File: src/rtl/pulse_meter_pkg.sv
`default_nettype none
// ============================================================================
// Module      : pulse_meter_pkg
// Description : Shared FSM encodings and default sizing for the pulse meter.
// Revision    : 1.0 - initial release
// ============================================================================
package pulse_meter_pkg;

    localparam int DEFAULT_WIDTH = 8;

    localparam logic [1:0] IDLE  = 2'd0;
    localparam logic [1:0] ARMED = 2'd1;
    localparam logic [1:0] HIGH  = 2'd2;
    localparam logic [1:0] LOW   = 2'd3;

endpackage
`default_nettype wire

File: src/rtl/edge_detect.sv
`default_nettype none
// ============================================================================
// Module      : edge_detect
// Description : Multi-flop synchronizer, delay flop and registered edge strobes.
// Revision    : 1.0 - initial release
// ============================================================================
module edge_detect #(
    parameter int SYNC_STAGES = 2
) (
    input  logic clock,
    input  logic reset,
    input  logic din,
    output logic rise,
    output logic fall,
    output logic level
);

    logic [SYNC_STAGES-1:0] sync_q, sync_d;
    logic                   dly_q, dly_d;
    logic                   rise_q, rise_d;
    logic                   fall_q, fall_d;
    logic                   w_s;

    assign w_s = sync_q[SYNC_STAGES-1];

    always_comb begin
        sync_d = {sync_q[SYNC_STAGES-2:0], din};
        dly_d  = w_s;
        rise_d = w_s & ~dly_q;
        fall_d = ~w_s & dly_q;
    end

    always_ff @(posedge clock or posedge reset) begin
        if (reset) begin
            sync_q <= '0;
            dly_q  <= 1'b0;
            rise_q <= 1'b0;
            fall_q <= 1'b0;
        end else begin
            sync_q <= sync_d;
            dly_q  <= dly_d;
            rise_q <= rise_d;
            fall_q <= fall_d;
        end
    end

    assign rise  = rise_q;
    assign fall  = fall_q;
    assign level = w_s;

endmodule
`default_nettype wire

File: src/rtl/pulse_meter.sv
`default_nettype none
// ============================================================================
// Module      : pulse_meter
// Description : Measures high width and period of an asynchronous pulse train.
// Revision    : 1.0 - initial release
// ============================================================================
module pulse_meter
    import pulse_meter_pkg::*;
#(
    parameter int WIDTH       = DEFAULT_WIDTH,
    parameter int SYNC_STAGES = 2
) (
    input  logic             clock,
    input  logic             reset,
    input  logic             enable,
    input  logic             signal,
    output logic             rise,
    output logic             fall,
    output logic [WIDTH-1:0] high_width,
    output logic [WIDTH-1:0] period,
    output logic             width_valid,
    output logic             period_valid,
    output logic             overflow
);

    localparam logic [WIDTH-1:0] CNT_MAX = '1;
    localparam logic [WIDTH-1:0] CNT_ONE = WIDTH'(1);

    logic                   w_level;
    logic                   w_primed;
    logic [WIDTH-1:0]       w_hi_inc, w_per_inc;

    logic [1:0]             state_q, state_d;
    logic [WIDTH-1:0]       hi_cnt_q, hi_cnt_d;
    logic [WIDTH-1:0]       per_cnt_q, per_cnt_d;
    logic [WIDTH-1:0]       high_width_q, high_width_d;
    logic [WIDTH-1:0]       period_q, period_d;
    logic                   width_valid_q, width_valid_d;
    logic                   period_valid_q, period_valid_d;
    logic                   overflow_q, overflow_d;
    logic [SYNC_STAGES-1:0] fill_q, fill_d;

    edge_detect #(
        .SYNC_STAGES (SYNC_STAGES)
    ) u_edge_detect (
        .clock (clock),
        .reset (reset),
        .din   (signal),
        .rise  (rise),
        .fall  (fall),
        .level (w_level)
    );

    // The synchronizer holds reset zeros for SYNC_STAGES clocks; arming on
    // those would measure a pulse that was already high at reset release.
    assign w_primed  = fill_q[SYNC_STAGES-1];
    assign w_hi_inc  = (hi_cnt_q  == CNT_MAX) ? hi_cnt_q  : hi_cnt_q  + CNT_ONE;
    assign w_per_inc = (per_cnt_q == CNT_MAX) ? per_cnt_q : per_cnt_q + CNT_ONE;

    always_comb begin
        state_d        = state_q;
        hi_cnt_d       = hi_cnt_q;
        per_cnt_d      = per_cnt_q;
        high_width_d   = high_width_q;
        period_d       = period_q;
        width_valid_d  = 1'b0;
        period_valid_d = 1'b0;
        overflow_d     = overflow_q;
        fill_d         = {fill_q[SYNC_STAGES-2:0], 1'b1};

        if (!enable) begin
            state_d   = IDLE;
            hi_cnt_d  = '0;
            per_cnt_d = '0;
        end else begin
            case (state_q)
                IDLE: begin
                    hi_cnt_d  = '0;
                    per_cnt_d = '0;
                    if (w_primed && !w_level) state_d = ARMED;
                end
                ARMED: begin
                    if (rise) begin
                        state_d   = HIGH;
                        hi_cnt_d  = CNT_ONE;
                        per_cnt_d = CNT_ONE;
                    end
                end
                HIGH: begin
                    per_cnt_d = w_per_inc;
                    if (fall) begin
                        high_width_d  = hi_cnt_q;
                        width_valid_d = 1'b1;
                        state_d       = LOW;
                    end else begin
                        hi_cnt_d = w_hi_inc;
                    end
                end
                LOW: begin
                    per_cnt_d = w_per_inc;
                    if (rise) begin
                        period_d       = per_cnt_q;
                        period_valid_d = 1'b1;
                        hi_cnt_d       = CNT_ONE;
                        per_cnt_d      = CNT_ONE;
                        state_d        = HIGH;
                    end
                end
                default: state_d = IDLE;
            endcase
        end

        if ((hi_cnt_d == CNT_MAX) || (per_cnt_d == CNT_MAX)) overflow_d = 1'b1;
    end

    always_ff @(posedge clock or posedge reset) begin
        if (reset) begin
            state_q        <= IDLE;
            hi_cnt_q       <= '0;
            per_cnt_q      <= '0;
            high_width_q   <= '0;
            period_q       <= '0;
            width_valid_q  <= 1'b0;
            period_valid_q <= 1'b0;
            overflow_q     <= 1'b0;
            fill_q         <= '0;
        end else begin
            state_q        <= state_d;
            hi_cnt_q       <= hi_cnt_d;
            per_cnt_q      <= per_cnt_d;
            high_width_q   <= high_width_d;
            period_q       <= period_d;
            width_valid_q  <= width_valid_d;
            period_valid_q <= period_valid_d;
            overflow_q     <= overflow_d;
            fill_q         <= fill_d;
        end
    end

    assign high_width   = high_width_q;
    assign period       = period_q;
    assign width_valid  = width_valid_q;
    assign period_valid = period_valid_q;
    assign overflow     = overflow_q;

endmodule
`default_nettype wire

File: config.mk
export PLATFORM = sky130hd
export DESIGN_NAME = pulse_meter
export DESIGN_NICKNAME = d
export VERILOG_FILES = /design/src/rtl/pulse_meter_pkg.sv /design/src/rtl/edge_detect.sv /design/src/rtl/pulse_meter.sv
export SDC_FILE = /design/constraint.sdc
export NUM_CORES = 1
export LEC_CHECK = 0
export BUFFER_PORTS_ARGS = -buffer_cell sky130_fd_sc_hd__buf_2
export CAP_MARGIN = 20
export CORE_MARGIN = 10
export CORE_UTILIZATION = 50
export DETAILED_ROUTE_END_ITERATION = 16
export PLACE_DENSITY = 0.81
export SLEW_MARGIN = 20
export SYNTH_ARGS = -nofsm -noshare
export SYNTH_HDL_FRONTEND = slang
export SYNTH_SLANG_ARGS = --single-unit
File: constraint.sdc
create_clock -name clock -period 2.55 [get_ports clock]
set_input_delay 0.1275 -clock clock [delete_from_list [all_inputs] [get_ports clock]]
set_output_delay 0.1275 -clock clock [all_outputs]
set_load 0.01 [all_outputs]
## Yosys cells after proc, flatten, opt, wreduce, memory -nomap -nowiden

Cells that the tools add are included.

- Memory bits (read-only): 0
- Memories kept: 0
- RAM bits: 0
- Word-level logic and storage cells: 58
- Output and inout port bits: 21
- Bits in registers: 44
- Input bits: 4
- Bits in latches: 0

- Multiplexer cells: 21
- Div/mod/pow operators: 0
- Equality and inequality tests: 10
- Bitwise gates (word level): 4
- $lt $le $gt $ge: 0
- Reduce and logical (&&, ||, !) cells: 8
- $add $sub $neg: 2
- Shift operators: 0
- $mul: 0

Operators with widths:

| operator | number |
|---|---|
| 2-to-1 mux 8 bit | 8 |
| equality test 8 bit, second input constant | 4 |
| one-hot mux 8 bit (4 select lines) | 1 |
| one-hot mux 8 bit (3 select lines) | 1 |
| adder 8 x 1 -> 8 bit, second input constant | 2 |
| AND reduction 3 bit | 3 |
| 2-to-1 mux 2 bit | 4 |
| 2-to-1 mux 1 bit | 6 |
| inequality test 3 x 2 -> 1 bit, second input constant | 2 |
| one-hot mux 2 bit (3 select lines) | 1 |
| equality test 2 bit, second input constant | 2 |
| inequality test 3 bit, second input constant | 1 |
| AND 1 bit | 2 |
| equality test 2 x 1 -> 1 bit, second input constant | 1 |
| zero test 2 bit | 1 |
| NOT 1 bit | 2 |
| OR reduction 2 bit | 1 |
| logical AND 1 bit | 1 |
| zero test 1 bit | 1 |
| logical OR 1 bit | 1 |

## Longest topological paths before layout

Gate-level depths: netlist of run 1.

- Word-level depth: 7
- Mapped depth: 7
- Depth with buffers taken out: 7

## Modules after synthesis

From an unflattened synthesis of run 1, not the netlist that was laid out.

- Cells, all modules: 188
- Area, all modules: 2100.8 um^2

By module, submodules not included:

| module | instances | cells an instance | area each (um^2) | sequential area each (um^2) |
|---|---|---|---|---|
| pulse_meter | 1 | 180 | 1956.9 | 975.9 |
| edge_detect | 1 | 8 | 143.9 | 125.1 |

## Least setup slack after synthesis of run 1

OpenSTA, ideal clock, no wires.

- Kind: reg-to-reg
- Start: reg per_cnt_q[0]
- End: reg overflow_q (netlist: overflow)
- Data arrival time: 1.650 ns
- Slack: 0.767 ns
- Required time: 2.417 ns
- Path buffers: 0
- Stages on the path, launching flop included: 8
- Library setup time: 0.133 ns
- Clock period less this slack: 1.783 ns
- Path through: dfrtp_1 -> ha_1 -> and3_1 -> a31oi_1 -> mux2i_1 -> nor4bb_1 -> a41oi_1 -> o41ai_2

- Cells in the longest elaborated chain, start to end: 7
- Elaborated cells on any way between the ends: 9
- Classes of those cells: add/sub (1); eq/ne (2); mux (5); reduce/logical (1)

RTL lines:

| what | RTL line | source |
|---|---|---|
| start: declaration | pulse_meter.sv:35 | `logic [WIDTH-1:0] per_cnt_q, per_cnt_d;` |
| start signal: assignment | pulse_meter.sv:130 | `per_cnt_q <= per_cnt_d;` |
| adder 8 x 1 -> 8 bit / equality test 8 bit (equally long branches) | pulse_meter.sv:58 | `assign w_per_inc = (per_cnt_q == CNT_MAX) ? per_cnt_q : per_cnt_q + CNT_ONE;` |
| 2-to-1 mux 8 bit | pulse_meter.sv:58 |  |
| 2-to-1 mux 8 bit | pulse_meter.sv:101 | `if (rise) begin` |
| one-hot mux 8 bit (4 select lines) (*) | pulse_meter.sv:76 | `case (state_q)` |
| 2-to-1 mux 8 bit (*) | pulse_meter.sv:71 | `if (!enable) begin` |
| equality test 8 bit (*) | pulse_meter.sv:113 | `if ((hi_cnt_d == CNT_MAX) \|\| (per_cnt_d == CNT_MAX)) overflow_d = 1'b1;` |
| logical OR 1 bit (*) | pulse_meter.sv:113 |  |
| end signal: assignment | pulse_meter.sv:135 | `overflow_q <= overflow_d;` |
| end: declaration | pulse_meter.sv:40 | `logic overflow_q, overflow_d;` |

Every way passes the cells marked *; elsewhere a longest branch is shown, timed or not.
A chain may end at the register's enable or synchronous reset.

## Worst setup path in the final report of run 1

- Start: reg u_edge_detect.rise_q (netlist: u_edge_detect.rise)
- End: reg overflow_q (netlist: overflow)

- Cells in the longest elaborated chain, start to end: 5
- Elaborated cells on any way between the ends: 10
- Classes of those cells: eq/ne (2); mux (7); reduce/logical (1)

RTL lines:

| what | RTL line | source |
|---|---|---|
| start: declaration | edge_detect.sv:20 | `logic rise_q, rise_d;` |
| start signal: assignment | edge_detect.sv:42 | `rise_q <= rise_d;` |
| 2-to-1 mux 8 bit, on equally long branches | pulse_meter.sv:101, pulse_meter.sv:83 |  |
| one-hot mux 8 bit (4 select lines) (*) | pulse_meter.sv:76 |  |
| 2-to-1 mux 8 bit (*) | pulse_meter.sv:71 |  |
| via per_cnt_d[2] | pulse_meter.sv:35 |  |
| equality test 8 bit (*) | pulse_meter.sv:113 |  |
| logical OR 1 bit (*) | pulse_meter.sv:113 |  |

Mark *: on every way through the listed nets, which the timed path passes. The rest lies on a longest branch.

==> results of run 1 <==
cell usage in the layout (no fill, tap or decap), drive strengths merged, types with 2 or more instances in the layout:
cell type,n
dfrtp,44
buf,28
a21oi,16
mux2,14
nand2,13
nor2,11
inv,10
nand3,7
clkbuf,7
and2,6
nand4,6
nor2b,6
nor3,5
and3,5
o21ai,4
o211ai,3
a31oi,3
nand2b,2
o22ai,2
nor4,2
a41o,2
mux2i,2
ha,2
dlygate4sd3,2
a311oi,2
a31o,2
registers in the layout, summed over array words and instances (netlist names):
register	flops
fill_q	2
hi_cnt_q	8
high_width	8
overflow	1
per_cnt_q	8
period	8
period_valid	1
state_q	2
u_edge_detect.dly_q	1
u_edge_detect.fall	1
u_edge_detect.rise	1
u_edge_detect.sync_q	2
width_valid	1
per-stage QoR:
stage                     power [mW]  hold slack (ps)  utilization, %  area (sq um)
after global placement         0.805              236            56.4          2310
final                           1.36              206            60.0          2450
after floorplan                0.788              159               -          2150
after CTS                       1.38              192            60.0          2450
after global routing            1.42              207            60.0          2450
after detailed placement       0.807              237            56.4          2310
routing by layer:
| metal | GRT usage (%) | vias to the layer above |
|---|---|---|
| met3 | 5.01 | 10 |
| met5 | 0 | - |
| met1 | 16.8 | 799 |
| met4 | 5.69 | 0 |
| met2 | 19.1 | 55 |
| li1 | - | 765 |
power groups by stage:
| stage | combinational, mW | clock, mW | sequential (mW) |
|---|---|---|---|
| 4_1_cts | 0.0771 | 0.582 | 0.719 |
| 5_1_grt | 0.0848 | 0.614 | 0.721 |
| 2_1_floorplan | 0.0593 | 0 | 0.728 |
| 3_5_place_dp | 0.0744 | 0 | 0.732 |
| 6_report | 0.0767 | 0.569 | 0.719 |
| 3_3_place_gp | 0.0733 | 0 | 0.732 |
area by class of cell:
| cell class | count | area, sq um | area share [%] |
|---|---|---|---|
| Inverter | 11 | 57.6 | 2.35 |
| Timing Repair Buffer | 30 | 170 | 6.94 |
| Sequential cell | 44 | 1100 | 44.9 |
| Multi-Input combinational cell | 133 | 935 | 38.1 |
| Tap cell | 50 | 62.6 | 2.55 |
| Clock inverter | 1 | 30.0 | 1.22 |
| Clock buffer | 7 | 96.3 | 3.93 |
cells by family after synthesis:
family | Yosys count | synth area share [%]
adders and majority gates | 2 | 1.16
other | 1 | 0.174
DFF | 44 | 51.2
buffers and inverters | 18 | 5.35
xor gates and xnor gates | 2 | 0.815
AOI/OAI and AO/OA | 44 | 14.8
and+or+nand+nor | 68 | 18.3
muxes | 16 | 8.26
final timing paths:
kind	end	slack, ps	depth (start not counted)
min in group asynchronous	high_width[4]$_DFFE_PP0P_	500	4
setup / recovery	overflow$_DFFE_PP0P_	310	6
setup reg to reg	overflow$_DFFE_PP0P_	310	6
hold reg to reg	fill_q[1]$_DFF_PP0_	360	0
hold / removal	hi_cnt_q[0]$_DFF_PP0_	210	2
max in group asynchronous	hi_cnt_q[2]$_DFF_PP0_	1690	4
what timing repair did:
item                                   CTS  global route
hold buffers                             2             0
resized for setup                        0             0
endpoints found under the hold margin   45             0
==> results.sh, run 1 <==
export IMPL_antenna_found_initial=0
export IMPL_dpl_hpwl_um=3240
export IMPL_cp_max_fo=9
export IMPL_power_share_clock_pct=41.7
export IMPL_worstSetupPathType="register to register"
export IMPL_met2_length_um=2110
export IMPL_grt_pass1_vias=1625
export IMPL_final_layout_size_suffix_gt1_share_pct=27.4
export IMPL_power_switching_uw=285
export IMPL_synth_warnings=0
export IMPL_numClockSinks=44
export IMPL_insertion_delay_ps=290
export IMPL_cts_tree="yes"
export IMPL_yosys_area_top_type="dfrtp_1"
export IMPL_synthCells=195
export IMPL_highest_layer="met4"
export IMPL_track_usage_pct=13.1
export IMPL_finalNetCount=231
export IMPL_fmax_mhz=447
export IMPL_htreeDepth=2
export IMPL_drv_slew=0
export IMPL_syn2layout_area_growth_pct=14.0
export IMPL_portBuffers=24
export IMPL_critical_path_startpoint="u_edge_detect.rise$_DFF_PP0_"
export IMPL_synthArstFlopShare_pct=100
export IMPL_tns_ps=0
export IMPL_synth_top_flop_cell="dfrtp_1"
export IMPL_clockRootBuffer="clkbuf_8"
export IMPL_comb_power_share_pct=5.6
export IMPL_min_period_ps=2240
export IMPL_fillCellCount=352
export IMPL_yosys_area_top_type_share_pct=51.2
export IMPL_die_w_um=85.6
export IMPL_powerDensity_nw_per_um2=556
export IMPL_path_buf_inv=0
export IMPL_cp_slowest_stage_delay_ps=510
export IMPL_syn_area_sq_um=2150
export IMPL_core_sq_um=4090
export IMPL_worst_slew_pin_slew_ps=600
export IMPL_post_drt_wl_per_cell_um=16.8
export IMPL_min_delay_start="enable"
export IMPL_synth_edff_count=0
export IMPL_leakagePower_nw=1.22
export IMPL_cp_cell_sequence="nor2b_1 > o21ai_1 > a311oi_1 > nor4bb_1 > a41oi_1 > o41ai_2"
export IMPL_die_area_sq_um=7320
export IMPL_seq_power_share_pct=52.7
export IMPL_place_worst_setup_slack_ps=376
export IMPL_io_pins=25
export IMPL_fin_cells=276
export IMPL_wl_met3_um=320
export IMPL_yosysSeqAreaShare_pct=51.2
export IMPL_hold_class="input pin to register"
export IMPL_globalRoute_totalOverflow=0
export IMPL_postCtsSetupRepairBufs=0
export IMPL_postRouteAntennaNets=0
export IMPL_max_clock_path_buffers=2
export IMPL_fp_dieH_um=85.6
export IMPL_clk_pin_slew_worst_paths_ps=80
export IMPL_firstDrtPassIters=4
export IMPL_final_setup_worst_slack_ps=314
export IMPL_relSlewSlack_pct=59.9
export IMPL_fin_crit_sh_pct=87.7
export IMPL_gp_congestion=0.928
export IMPL_dpl_cell_count=266
export IMPL_crit_slowest_cell="nor2b_1"
export IMPL_grt_pass1_wl_um=7910
export IMPL_antenna_cells=0
export IMPL_hold_violations=0
export IMPL_drc=0
export IMPL_numCtsBuffers=5
export IMPL_rsz0062_at_grt="no"
export IMPL_rr_startpoint="u_edge_detect.rise$_DFF_PP0_"
export IMPL_ys_ff_latch=44
export IMPL_initial_core_util_pct=52.6
export IMPL_synth_common_cells="44 x dfrtp_1, 16 x a21oi_1, 14 x mux2_2"
export IMPL_wl_met1_um=2140
export IMPL_post_synth_num_cell_types=52
export IMPL_maxCapViolations=0
export IMPL_synth_area_leaders="dfrtp_1 51%, mux2_2 7.3%, a21oi_1 3.7%"
export IMPL_synth_nets=201
export IMPL_rows=23
export IMPL_fin_worst_skew_ps=8.03
export IMPL_grt_max_degree=45
export IMPL_timing_critical_path_arrival_ps=2430
export IMPL_vias_per_cell=5.90
export IMPL_cp_required_ps=2740
export IMPL_status="complete, no violations"
export IMPL_start_kind="register"
export IMPL_avgSynthCellArea_sq_um=11.0
export IMPL_swShare_pct=20.9
export IMPL_end_kind="register"
export IMPL_routed_wl_um=4640
export IMPL_setup_violations=0
export IMPL_vias=1629
export IMPL_p_int_mw=1.08
export IMPL_yosysMostFrequentCell="dfrtp_1"
export IMPL_drt_initial_drc_count=169
export IMPL_critical_path_top_delay_family="compound AO/OA/AOI/OAI gates"
export IMPL_ir_drop_mv=0.357
No activity file was read; power rests on OpenSTA's default activity.
==> inputs of run 2 (changes only) <==
Settings changed: ABC_AREA from default to 1, CORE_UTILIZATION 50 to 58, PLACE_DENSITY 0.81 to 0.9.
==> run 2 against run 1 <==
  * First-iteration DRC count increased by 28%
  * Critical endpoint unchanged
  * Final cell count rose by 31%
  * Die area down 7.7%
  * Combinational power increased by 120%
  * Largest power group unchanged
  * Flip-flop and latch count is the same
  * Via count increased by 19%
==> results.sh, run 2 <==
export IMPL_path_buf_inv=0
export IMPL_fp_dieH_um=82.2
export IMPL_relSlewSlack_pct=61.7
export IMPL_synth_common_cells="89 x nand2_1, 44 x dfrtp_1, 30 x nand3_1"
export IMPL_worst_slew_pin_slew_ps=573
export IMPL_cts_tree="yes"
export IMPL_powerDensity_nw_per_um2=548
export IMPL_r2r_end="overflow$_DFFE_PP0P_"
export IMPL_numCtsBuffers=5
export IMPL_drt_initial_drc_count=217
export IMPL_syn2layout_area_growth_pct=12.4
export IMPL_die_area_sq_um=6760
export IMPL_worstSetupPathType="register to register"
export IMPL_critical_path_top_delay_family="simple AND/OR/NAND/NOR gates"
export IMPL_postCtsSetupRepairBufs=0
export IMPL_min_period_ps=1770
export IMPL_final_cell_area_sq_um=2520
export IMPL_io_pins=25
export IMPL_die_w_um=82.2
export IMPL_end_kind="register"
export IMPL_ys_ff_latch=44
export IMPL_r2r_slack_ps=780
export IMPL_core_sq_um=3690
export IMPL_avgSynthCellArea_sq_um=7.99
export IMPL_postRouteAntennaNets=0
export IMPL_fmax_mhz=566
export IMPL_mostFrequentLayoutCells="89 x nand2_1, 44 x dfrtp_1, 30 x nand3_1"
export IMPL_critPathMostFrequentCell="nand2_1"
export IMPL_hold_buffers=2
export IMPL_final_layout_size_suffix_gt1_share_pct=19.5
export IMPL_synthCells=281
export IMPL_firstDrtPassIters=4
export IMPL_synth_edff_count=0
export IMPL_fin_worst_skew_ps=8.64
export IMPL_drv_slew=0
export IMPL_yosys_area_top_type_share_pct=49.1
export IMPL_vias_per_cell=5.37
export IMPL_numClockSinks=44
export IMPL_drc=0
export IMPL_clockRootBuffer="clkbuf_8"
export IMPL_initial_core_util_pct=60.9
export IMPL_tns_ps=0
export IMPL_grt_pass1_vias=1865
export IMPL_synthArstFlopShare_pct=100
export IMPL_htreeDepth=2
export IMPL_fillCellCount=310
export IMPL_worst_hold_path_num_cells=3
export IMPL_worstHoldEndpoint="hi_cnt_q[6]$_DFF_PP0_"
export IMPL_ir_drop_mv=0.399
export IMPL_post_synth_num_cell_types=31
export IMPL_portBuffers=24
export IMPL_dpl_hpwl_um=3620
export IMPL_status="complete, no violations"
export IMPL_maxCapViolations=0
export IMPL_max_clock_path_buffers=2
export IMPL_post_drt_wl_per_cell_um=13.4
export IMPL_antenna_found_initial=0
export IMPL_layout_commonest_cell="nand2_1"
export IMPL_cp_cell_sequence="ha_1 > nand2_1 > nor2_1 > nand2_2 > nand2_1 > nand2_1 > nand2_1 > a21oi_2 > nand3_1 > nor2_1 > nand2_1 > nand3_1"
export IMPL_rsz0062_at_grt="no"
export IMPL_globalRoute_totalOverflow=0
export IMPL_synth_area_leaders="dfrtp_1 49%, nand2_1 15%, nand3_1 6.7%"
export IMPL_track_usage_pct=15.7
export IMPL_leakagePower_nw=1.24
export IMPL_ctsResizeCount=0
export IMPL_antenna_cells=0
export IMPL_cp_slowest_stage_delay_ps=430
export IMPL_yosys_area_top_type="dfrtp_1"
export IMPL_synth_warnings=0
export IMPL_synth_top_flop_cell="dfrtp_1"
export IMPL_ff2ff_path_depth=12
export IMPL_start_kind="register"
export IMPL_syn_area_sq_um=2240
export IMPL_fin_crit_sh_pct=69.3
export IMPL_gp_congestion=0.937
export IMPL_finalNetCount=318
export IMPL_synth_nets=287
export IMPL_placed_cell_area_sq_um=2410
export IMPL_hold_class="input pin to register"
export IMPL_rr_startpoint="hi_cnt_q[0]$_DFF_PP0_"
export IMPL_yosysMostFrequentCell="nand2_1"
export IMPL_grt_pass1_wl_um=8420
export IMPL_timing_critical_path_arrival_ps=2000
export IMPL_setup_violations=0
export IMPL_insertion_delay_ps=290
export IMPL_yosysSeqAreaShare_pct=49.1
export IMPL_cp_max_fo=10
export IMPL_grt_max_degree=29
export IMPL_cp_required_ps=2780
export IMPL_routed_wl_um=4840
export IMPL_clk_pin_slew_worst_paths_ps=80
export IMPL_min_delay_start="enable"
export IMPL_hold_violations=0
export IMPL_vias=1937
export IMPL_rows=22
export IMPL_crit_slowest_cell="dfrtp_1"
-- run 2: cell types whose count changed after synthesis, moves of 5 or more --
cell / previous run / this run
nand2_1: 13 / 89
o21ai_2: 0 / 8
inv_1: 10 / 27
and2_1: 6 / 0
nand3_1: 7 / 30
nor2b_1: 5 / 0
mux2_2: 14 / 3
inv_2: 0 / 6
nor2_1: 11 / 26
-- run 2: power breakdown --
group,switching (mW),total [mW],internal [mW]
clock,0.218,0.439,0.221
combinational,0.107,0.172,0.0644
sequential,0.0289,0.771,0.742
-- run 2: stage by stage --
step / worst slack, ps / hold WS, ps / instances / util, % / power, mW
detailed placement: 796 / 237 / 351 / 65.4 / 0.959
CTS: 788 / 170 / 361 / 68.4 / 1.40
floorplan: 1040 / 159 / 281 / - / 0.892
finish: 784 / 176 / 361 / 68.4 / 1.38
global route: 625 / 187 / 361 / 68.4 / 1.46
global placement: 815 / 236 / 351 / 65.4 / 0.952
-- run 2: layout make-up --
cell class | count | area (sq um) | share of cell area, %
sequential | 44 | 1100 | 43.7
multi-input combinational | 198 | 985 | 39.0
timing repair buffer | 28 | 155 | 6.15
inverter | 35 | 131 | 5.21
clock buffer | 8 | 90.1 | 3.57
tap | 48 | 60.1 | 2.38
-- run 2: worst reg2reg max path: cells and delay by family, from the launching register on --
| kind | cells | cell delay, ps |
|---|---|---|
| simple gates | 10 | 900 |
| compound gates | 1 | 130 |
| flops | 1 | 430 |
| fa+ha+maj | 1 | 250 |
-- run 2: cells by family after synthesis --
family | share of synthesized area [%]
flops | 49.1
simple gates | 30.4
mux | 2.01
fa+ha+maj | 1.11
xor+xnor | 0.781
buf+inv | 7.08
other cells | 0.167
compound gates | 9.36
-- run 2: metal layers --
metal | routed length [um] | up-vias | track usage (%)
met2 | 2300 | 61 | 25.3
met1 | 2050 | 909 | 19.3
met5 | 0 | - | 0
met4 | 54 | 0 | 5.95
li1 | - | 961 | -
met3 | 438 | 6 | 5.08
-- run 2: how the worst max path moves through the flow --
stage | cells after the start | to | startpoint
floorplan | 4 | period[5]$_DFFE_PP0P_ | u_edge_detect.rise$_DFF_PP0_
global placement | 12 | overflow$_DFFE_PP0P_ | hi_cnt_q[0]$_DFF_PP0_
detailed placement | 12 | overflow$_DFFE_PP0P_ | hi_cnt_q[0]$_DFF_PP0_
CTS | 12 | overflow$_DFFE_PP0P_ | hi_cnt_q[0]$_DFF_PP0_
global route | 13 | overflow$_DFFE_PP0P_ | hi_cnt_q[1]$_DFF_PP0_
finish | 12 | overflow$_DFFE_PP0P_ | hi_cnt_q[0]$_DFF_PP0_
==> inputs of run 3 (changes only) <==
Settings changed: CORE_UTILIZATION 58 to 52, PLACE_DENSITY 0.9 to 0.86.
Clock period 2.55 ns to 1.6 ns, I/O delays scaled along.
==> run 3 against run 2 <==
  * The run now ends with setup timing left
  * Sequential power is 60% higher
  * Largest power group unchanged
  * Fmax grew 7.4%
  * Register-to-register slack worse by 830 ps
  * Total power is 73% higher
  * Global-route usage shrank 1.2 points
  * Critical path type unchanged
  * Via count is 7.5% higher
==> results.sh, run 3 (same netlist as run 2, synthesis figures left out) <==
export IMPL_worstHoldEndpoint="hi_cnt_q[5]$_DFF_PP0_"
export IMPL_antenna_cells=0
export IMPL_place_worst_setup_slack_ps=-26.7
export IMPL_grt_pass1_wl_um=8850
export IMPL_dpl_cell_count=367
export IMPL_violations="setup timing"
export IMPL_ir_drop_mv=0.480
export IMPL_hold_class="input pin to register"
export IMPL_worstSetupPathType="register to register"
export IMPL_die_w_um=85.7
export IMPL_cp_slowest_stage_delay_ps=380
export IMPL_grt_max_degree=45
export IMPL_drc=0
export IMPL_fin_crit_sh_pct=103
export IMPL_end_kind="register"
export IMPL_tns_ps=-45.3
export IMPL_dpl_hpwl_um=3600
export IMPL_syn2layout_area_growth_pct=23.9
export IMPL_clk_pin_slew_worst_paths_ps=90
export IMPL_rr_startpoint="hi_cnt_q[1]$_DFF_PP0_"
export IMPL_fp_dieH_um=85.7
export IMPL_r2r_slack_ps=-50
export IMPL_worst_hold_path_num_cells=4
export IMPL_max_clock_path_buffers=2
export IMPL_layout_commonest_cell="nand2_1"
export IMPL_min_delay_start="enable"
export IMPL_fmax_mhz=608
export IMPL_drv_slew=0
export IMPL_leakagePower_nw=1.39
export IMPL_vias_per_cell=5.45
export IMPL_hold_violations=0
export IMPL_grt_pass1_vias=1930
export IMPL_drt_initial_drc_count=281
export IMPL_core_sq_um=4090
export IMPL_rsz0062_at_grt="yes"
export IMPL_track_usage_pct=14.5
export IMPL_insertion_delay_ps=310
export IMPL_worst_slew_pin_slew_ps=545
export IMPL_final_setup_worst_slack_ps=-45.3
export IMPL_post_drt_wl_per_cell_um=14.2
export IMPL_ff2ff_path_depth=13
export IMPL_cp_required_ps=1840
export IMPL_fin_cells=382
export IMPL_maxCapViolations=0
export IMPL_htreeDepth=2
export IMPL_status="complete, but fails checks"
export IMPL_min_period_ps=1650
export IMPL_critPathMostFrequentCell="nand2_2"
export IMPL_clockRootBuffer="clkbuf_8"
export IMPL_postRouteAntennaNets=0
export IMPL_vias=2082
export IMPL_timing_critical_path_arrival_ps=1880
export IMPL_mostFrequentLayoutCells="82 x nand2_1, 41 x dfrtp_1, 27 x nand3_1"
export IMPL_die_area_sq_um=7340
export IMPL_fin_worst_skew_ps=11.5
export IMPL_r2r_end="overflow$_DFFE_PP0P_"
export IMPL_numCtsBuffers=5
export IMPL_routed_wl_um=5420
export IMPL_cp_cell_sequence="ha_2 > nand2_2 > nor2_4 > nand2_4 > nand2_4 > inv_2 > nand2_1 > nand2_2 > nand2_2 > nand3_1 > nor2_1 > nand2_1 > nand3_1"
export IMPL_start_kind="register"
export IMPL_portBuffers=24
export IMPL_gp_congestion=0.925
export IMPL_io_pins=25
export IMPL_antenna_found_initial=0
export IMPL_finalNetCount=337
export IMPL_relSlewSlack_pct=63.7
export IMPL_rows=23
export IMPL_initial_core_util_pct=54.9
export IMPL_firstDrtPassIters=6
export IMPL_numClockSinks=44
export IMPL_cts_tree="yes"
export IMPL_setup_violations=1
export IMPL_powerDensity_nw_per_um2=859
export IMPL_crit_slowest_cell="dfrtp_1"
export IMPL_globalRoute_totalOverflow=0
export IMPL_cp_max_fo=5
export IMPL_final_layout_size_suffix_gt1_share_pct=31.0
==> run 3: layout make-up <==
class,instances,area (sq um)
fill,314,1310
timing repair buffer,46,290
multi-input combinational,199,1080
sequential,44,1100
clock buffer,6,72.6
clock inverter,2,35.0
tap,50,62.6
inverter,35,131
==> run 3: worst max-delay path, delay by kind of cell (launching register included) <==
kind	cells	cell delay (ps)
fa+ha+maj	1	200
buf+inv	1	30
flops	1	380
simple gates	11	940
==> run 3: where the power goes <==
group	internal [mW]	switching, mW
registers	1.18	0.0449
clock network	0.464	0.390
logic	0.123	0.187
==> run 3: routing by layer <==
| layer | global-route usage [%] | part of all wire, % |
|---|---|---|
| met5 | 0 | 0 |
| met1 | 18.4 | 43 |
| met3 | 5.01 | 9.6 |
| met2 | 22.6 | 46 |
| met4 | 4.94 | 2.0 |
==> run 3: metrics by stage <==
stage	hold WS (ps)	util, %	power, mW	area [sq um]
final	199	68.1	2.39	2780
after global routing	209	68.1	2.49	2780
after CTS	194	65.4	2.39	2670
after detailed placement	190	61.7	1.54	2520
after global placement	188	61.7	1.54	2520
after floorplan	111	-	1.42	2240
==> run 3: worst max-delay path by stage <==
stage / startpoint / to / slack, ps / cells after the start
CTS: hi_cnt_q[1]$_DFF_PP0_ / overflow$_DFFE_PP0P_ / 0.09 / 13
finish: hi_cnt_q[1]$_DFF_PP0_ / overflow$_DFFE_PP0P_ / -50 / 13
global route: hi_cnt_q[1]$_DFF_PP0_ / overflow$_DFFE_PP0P_ / -150 / 13
detailed placement: hi_cnt_q[1]$_DFF_PP0_ / overflow$_DFFE_PP0P_ / -30 / 13
floorplan: u_edge_detect.rise$_DFF_PP0_ / period[5]$_DFFE_PP0P_ / 90 / 4
global placement: per_cnt_q[0]$_DFF_PP0_ / overflow$_DFFE_PP0P_ / 40 / 11
==> run 3: repair_timing <==
| action | in CTS | in global routing |
|---|---|---|
| setup buffers | 1 | 3 |
| endpoints found under the setup margin | 1 | 13 |
| pin swaps | 3 | 10 |
| hold buffers | 2 | 0 |
| hold endpoints to repair | 45 | 0 |
| resized for setup | 5 | 28 |
| gates cloned | 1 | 0 |
